File: config.mk
export PLATFORM = sky130hd
export DESIGN_NAME = mod_pass_check
export DESIGN_NICKNAME = d
export VERILOG_FILES = /design/src/rtl/mod_pass_check.sv
export SDC_FILE = /design/constraint.sdc
export NUM_CORES = 1
export LEC_CHECK = 0
export CORE_MARGIN = 5
export CORE_UTILIZATION = 50
export CTS_CLUSTER_DIAMETER = 80
export DETAILED_ROUTE_END_ITERATION = 8
export PLACE_DENSITY = 0.68
export SLEW_MARGIN = 20
export SYNTH_ARGS = -nofsm -noshare
export SYNTH_HDL_FRONTEND = slang
export SYNTH_SLANG_ARGS = --single-unit
File: constraint.sdc
create_clock -name clk -period 3.6 [get_ports clk]
set_input_delay 0.72 -clock clk [delete_from_list [all_inputs] [get_ports clk]]
set_output_delay 0.72 -clock clk [all_outputs]
set_load 0.005 [all_outputs]
File: src/rtl/mod_pass_check.sv
// -----------------------------------------------------------------------------
// mod_pass_check
//
// Password entry and attempt counting for the music player's lock function.
// This block collects 4-digit keypad entries and compares each one against
// the PASS parameter. A match asserts `unlocked`. After MAX_TRIES consecutive
// failed entries, `alarm` stays high for ALARM_SEC seconds. `alarm` drives
// the buzzer's `ena` input.
//
// Ports
//   clk        in   1  system clock, rising edge
//   rst        in   1  synchronous, active-high reset
//   key_valid  in   1  one-cycle strobe qualifying key_code
//   key_code   in   4  0-9 digit, E = CLEAR/LOCK, F = ENTER, A-D ignored
//   unlocked   out  1  high while UNLOCKED
//   alarm      out  1  high while ALARM (buzzer enable)
//   fail_pulse out  1  one-cycle pulse per rejected ENTER
//   tries      out  2  consecutive failure count
//   dig_cnt    out  3  digits buffered so far (0..4)
//
// Every output is a flop. A key sampled at edge N is visible right after
// edge N.
// -----------------------------------------------------------------------------
module mod_pass_check #(
   parameter int unsigned CLK_FREQ  = 50_000_000,
   parameter logic [15:0] PASS      = 16'h1234,
   parameter int unsigned MAX_TRIES = 3,
   parameter int unsigned ALARM_SEC = 10
) (
   input  logic       clk,
   input  logic       rst,
   input  logic       key_valid,
   input  logic [3:0] key_code,
   output logic       unlocked,
   output logic       alarm,
   output logic       fail_pulse,
   output logic [1:0] tries,
   output logic [2:0] dig_cnt
);

   // ALARM_SEC*CLK_FREQ must fit in 32 bits.
   localparam logic [31:0] ALARM_CYC = 32'(ALARM_SEC * CLK_FREQ);
   localparam logic [31:0] ACNT_LAST = ALARM_CYC - 32'd1;
   localparam logic [1:0]  TRIES_MAX = 2'(MAX_TRIES);

   localparam logic [3:0]  KEY_CLEAR = 4'hE;
   localparam logic [3:0]  KEY_ENTER = 4'hF;

   typedef enum logic [1:0] {
      S_LOCKED   = 2'd0,
      S_UNLOCKED = 2'd1,
      S_ALARM    = 2'd2
   } state_t;

   state_t      state_q, state_nxt;
   logic [15:0] pin_q, pin_nxt;
   logic [2:0]  dig_nxt;
   logic [1:0]  tries_nxt, tries_inc;
   logic [31:0] acnt_q, acnt_nxt;
   logic        fail_nxt;
   logic        is_digit;

   assign is_digit  = (key_code <= 4'd9);
   assign tries_inc = tries + 2'd1;

   // NOTE: every signal written here gets a default first, so no path can
   // leave one unassigned. That rule prevents inferred latches.
   always_comb begin
      state_nxt = state_q;
      pin_nxt   = pin_q;
      dig_nxt   = dig_cnt;
      tries_nxt = tries;
      acnt_nxt  = acnt_q;
      fail_nxt  = 1'b0;

      case (state_q)
         S_LOCKED: begin
            if (key_valid) begin
               if (is_digit) begin
                  // A fifth and later digit is dropped; the buffer holds the first four.
                  if (dig_cnt < 3'd4) begin
                     pin_nxt = {pin_q[11:0], key_code};
                     dig_nxt = dig_cnt + 3'd1;
                  end
               end else if (key_code == KEY_CLEAR) begin
                  pin_nxt = '0;
                  dig_nxt = '0;
               end else if (key_code == KEY_ENTER) begin
                  pin_nxt = '0;
                  dig_nxt = '0;
                  if ((dig_cnt == 3'd4) && (pin_q == PASS)) begin
                     state_nxt = S_UNLOCKED;
                     tries_nxt = '0;
                  end else begin
                     fail_nxt  = 1'b1;
                     tries_nxt = tries_inc;
                     if (tries_inc == TRIES_MAX) begin
                        state_nxt = S_ALARM;
                        acnt_nxt  = '0;
                     end
                  end
               end
            end
         end

         S_UNLOCKED: begin
            if (key_valid && (key_code == KEY_CLEAR)) begin
               state_nxt = S_LOCKED;
            end
         end

         S_ALARM: begin
            // Keys are ignored for the whole alarm, and on the expiry cycle too.
            if (acnt_q == ACNT_LAST) begin
               state_nxt = S_LOCKED;
               tries_nxt = '0;
               acnt_nxt  = '0;
            end else begin
               acnt_nxt  = acnt_q + 32'd1;
            end
         end

         default: begin
            state_nxt = S_LOCKED;
         end
      endcase
   end

   // NOTE: sequential state uses non-blocking assignments only. Every flop
   // then samples the values from before the edge, whatever order the
   // statements are in.
   always_ff @(posedge clk) begin
      if (rst) begin
         state_q    <= S_LOCKED;
         pin_q      <= '0;
         dig_cnt    <= '0;
         tries      <= '0;
         acnt_q     <= '0;
         fail_pulse <= 1'b0;
         unlocked   <= 1'b0;
         alarm      <= 1'b0;
      end else begin
         state_q    <= state_nxt;
         pin_q      <= pin_nxt;
         dig_cnt    <= dig_nxt;
         tries      <= tries_nxt;
         acnt_q     <= acnt_nxt;
         fail_pulse <= fail_nxt;
         // unlocked and alarm are decoded from the next state, so they
         // change on the same edge as the state.
         unlocked   <= (state_nxt == S_UNLOCKED);
         alarm      <= (state_nxt == S_ALARM);
      end
   end

endmodule

Word-level counts from Yosys, hierarchy flattened. Cells that the tools add are included.

Eq/ne operators: 18. Add/sub/neg operators: 3. Bitwise operators: 3. Muxes and demuxes: 33. Reductions and logical operators: 9. Magnitude comparators: 2.

Operators with widths (number): 32-bit two-way mux (7); 16-bit two-way mux (4); 32-bit one-hot mux with 2 select lines (1); 32-bit by 1-bit adder with 32-bit output (second input constant) (1); 32-bit by 29-bit == test with 1-bit output (second input constant) (1); 2-bit two-way mux (14); 16-bit by 13-bit == test with 1-bit output (second input constant) (1); 2-bit != test (second input constant) (7); 3-bit two-way mux (4); 4-bit == test (second input constant) (2); 7-bit AND reduction (1); 2-bit == test (second input constant) (3); 2-bit one-hot mux with 3 select lines (1); 6-bit AND reduction (1); 6-bit OR reduction (1); 2-bit by 1-bit == test with 1-bit output (second input constant) (2); 4-bit <= comparator (second input constant) (1); 2-bit one-hot mux with 2 select lines (1); 4-bit AND reduction (1); 3-bit by 1-bit adder with 3-bit output (second input constant) (1); 3-bit == test (second input constant) (1); 3-bit less-than comparator (second input constant) (1); 1-bit inverter (3); 3-bit nonzero test (1); 6 further kinds (7).

Flip-flop bits (word level): 58. Logic and storage cells: 76. Output and inout port bits: 8. Bits of input ports: 7.

Logic depth before layout (Yosys ltp).
Depth after elaboration: 10. Depth in mapped cells: 9. Gate-level depth less buffers: 7.

Worst setup path after synthesis. Ideal clock, no wire load.

Path type: input to register. From: input port key_code[3]. To: register acnt_q[24]. Library setup time: 70 ps. Cell stages on the path: 7. Setup slack: 1475 ps. Path buffers: 2. Arrival time: 2055 ps. Required time: 3530 ps. Cells stage by stage: and3_1 -> buf_4 -> a41o_4 -> o21ai_4 -> clkbuf_2 -> or4_1 -> a21oi_1.

Cells in the longest elaborated chain, start to end: 3. Elaborated cells on any way between the ends: 7. Those cells by class: order compare (1); eq/ne (5); reduce/logical (1).

Ends and longest elaborated chain: start, declared (RTL line 33) `input logic [3:0] key_code,`; 4-bit <= comparator (tied with other cells) (RTL line 63) `assign is_digit = (key_code <= 4'd9);`; 2-bit != test (no line); 7-bit AND reduction (no line) *; end signal, assigned (RTL line 147) `acnt_q <= acnt_nxt;`; end, declared (RTL line 59) `logic [31:0] acnt_q, acnt_nxt;`.

Every way passes the cells marked *; elsewhere a longest branch is shown, timed or not. A chain may end at the register's enable or synchronous reset.

Worst setup path after layout.
From: input port key_code[3]. To: register acnt_q[27].

Same word-level chain as after synthesis.

==> out/qor.yml <==
status: "finished, final reports clean"
synth-async-reset-ratio_pct: 0
cap_violations: 0
ys_top_cells_by_count: "dfxtp_1, a21oi_1, nor2_1, nand2_1, or4_1"
rr_endpoint: "acnt_q[24]$_SDFFE_PP0P_"
cp_cell_sequence: "clkdlybuf4s50_1 > and3_1 > a41o_4 > o21ai_4 > buf_16 > or4_1 > a21oi_1"
die_y_um: 85.4
grt_overflow: 0
switching_power_uw: 299
rr_startpoint: "acnt_q[0]$_SDFFE_PP0P_"
seq_area_frac_synth_pct: 40.8
endpoint_kind: "flip-flop"
met2_usage_pct: 26.7
post-route-min-period_ns: 2.69
htree_levels: 3
combPwrFrac_pct: 4.8
endpoint: "acnt_q[27]$_SDFFE_PP0P_"
port_buffers: 14
max_slew_margin_pct: 62.9
grt_util_met1_pct: 25.4
swShare_pct: 23.3
fmax_mhz: 372
hp-class: "flip-flop to flip-flop"
diodes: 0
cts_buffers: 9
drt_iter0_drc: 143
cts-root-buf: "clkbuf_8"
netlist_instances: 325
stdcell_area_mm2: 0.00323
yosysTopAreaCell: "dfxtp_1"
routed-via-count: 2480
firstDrtPassIters: 4
critPathBufInv: 2
yosys.area.top_type_share_pct: 40.8
die_w_um: 85.4
viasPerCell: 5.98
cpLargestDelayFamily: "simple AND/OR/NAND/NOR gates"
antenna_found_initial: 0
p_int_uw: 986
fin_skew_ns: 0.00664
cts_tree: "yes"
grt_max_degree: 52
placed_cell_area_mm2: 0.00302
hold_buffers: 0
critical_path.max_fanout: 40
ios: 15
p_per_area_mw_per_mm2: 398
slowest_stage: "clkdlybuf4s50_1"
drt_wl_total_um: 6290
dpl_worst_slack_ns: 0.568
period_share_pct: 74.6
cts.sinks: 58
ir_drop_v: 0.000238
rsz0062_at_grt: "false"
ys_warn_count: 0
crit_arrival_ns: 2.95
crit_type: "input pin to flip-flop"
area_growth_pct: 13.5
ff2ff_path_depth: 6
synth-edff-count: 0
postCtsSetupBuffers: 0
final_core_utilization_pct: 58.6
insertion_delay_ns: 0.34
cts_resized: 0
cp.required_ns: 3.87
ys.flop_type: "dfxtp_1"
synth_area_mm2: 0.00284
coreArea_mm2: 0.00551
use_met3_pct: 3.88
grt-busiest-layer: "met2"
fin_nets: 349
holdWs_ns: 0.482
ant_nets: 0
grt_pass1_vias: 2214
startpoint_type: "input pin"
hp-start: "pin_q[1]$_SDFFE_PP0P_"
worst_slew_pin_slew_ns: 0.554
tns_ns: 0
postSynthAreaPerCell_um2: 8.75
dieArea_mm2: 0.00730
slowest_delay_ns: 0.56
ys_types: 50
p_seq_share_pct: 50.6
synth_area_leaders: "dfxtp_1, a21oi_1, or4_1"
initial_utilization_pct: 51.6
grt_pass1_wl_um: 10700
crit_cells: 7
synth.most_common_cell: "dfxtp_1"
place.gp.congestion: 0.794
r2r_slack_ns: 1.17
yosys_register_bits: 58
fp-row-count: 27
syn_nets: 336
clkSlewWorstSetupHoldPaths_ns: 0.06
grt.total_usage_pct: 18.2
crit_start: "key_code[3]"
drive_above_1_share_pct: 9.04
leakage_nw: 1.04
fin_ws_ns: 0.913
setup_viol: 0
hold_viol_final: 0
clkPwrFrac_pct: 44.6
drc: 0
routedWlPerCell_um: 15.2
hpwl_um: 4220
slew_violations: 0
ctsLongestPathBuffers: 2
[metal layers]
metal  share of wire, %  up-vias  wire length (um)
met5                  0        -                 0
met4                2.1        0               132
met3                2.6       15               164
met2                 46       29              2860
met1                 50     1171              3130
li1                   -     1265                 -
[worst min-delay path by stage]
stage	slack [ns]	endpoint	depth (start not counted)
2_1_floorplan	0.44	pin_q[2]$_SDFFE_PP0P_	2
3_3_place_gp	0.46	pin_q[2]$_SDFFE_PP0P_	2
3_5_place_dp	0.47	pin_q[2]$_SDFFE_PP0P_	2
4_1_cts	0.48	pin_q[2]$_SDFFE_PP0P_	2
5_1_grt	0.51	pin_q[1]$_SDFFE_PP0P_	2
6_report	0.48	pin_q[1]$_SDFFE_PP0P_	2
[power by group through the flow]
stage / sequential [mW] / clock [mW] / combinational [mW]
after detailed placement: 0.665 / 0 / 0.0618
after CTS: 0.650 / 0.590 / 0.0619
after global placement: 0.665 / 0 / 0.0612
after global routing: 0.650 / 0.620 / 0.0680
after floorplan: 0.664 / 0 / 0.0362
final: 0.650 / 0.574 / 0.0614
[metrics by stage]
step,std cells,power [mW]
after floorplan,325,0.700
after global placement,398,0.726
after detailed placement,398,0.726
after CTS,414,1.30
after global routing,415,1.34
final,415,1.29
[kinds of logic (layout without fill, tap and decap cells)]
family,count (synthesis),count (layout),share of synthesized area (%)
AOI/OAI and AO/OA,88,88,21.0
buffers and inverters,26,44,4.58
and+or+nand+nor,140,140,28.9
xor gates and xnor gates,5,5,1.54
muxes,4,4,1.41
adders and majority gates,4,4,1.76
DFF,58,58,40.8
[worst min-delay path: cells and delay by family, from the launching register on]
family / cells / cell delay, ns
AND/OR/NAND/NOR: 1 / 0.06
flip-flops: 1 / 0.33
AO/OA/AOI/OAI: 1 / 0.05
[flip-flops by register name (all words and copies together) (netlist names)]
name,flops
pin_q,16
acnt_q,32
tries,2
unlocked,1
state_q,2
alarm,1
fail_pulse,1
dig_cnt,3
[final cells by class]
class / instances / area (um2)
clock buffers: 10 / 128
clock inverters: 6 / 57.6
fillers: 500 / 2280
inverters: 7 / 26.3
multi-input cells: 241 / 1550
flip-flops and latches: 58 / 1160
well taps: 72 / 90.1
repair buffers: 21 / 213
[cell usage in the layout (no fill, tap or decap), types with 7 or more instances in the layout]
cell and n:
clkdlybuf4s50_1 14, a21oi_1 32, nand2_1 23, dfxtp_1 58, inv_1 7, and3_1 9, nand3_1 12, nand4_1 10
or4_1 21, a22oi_1 15, o31ai_1 18, clkbuf_8 9, nor2_1 29
(Power assumes the default switching activity.)
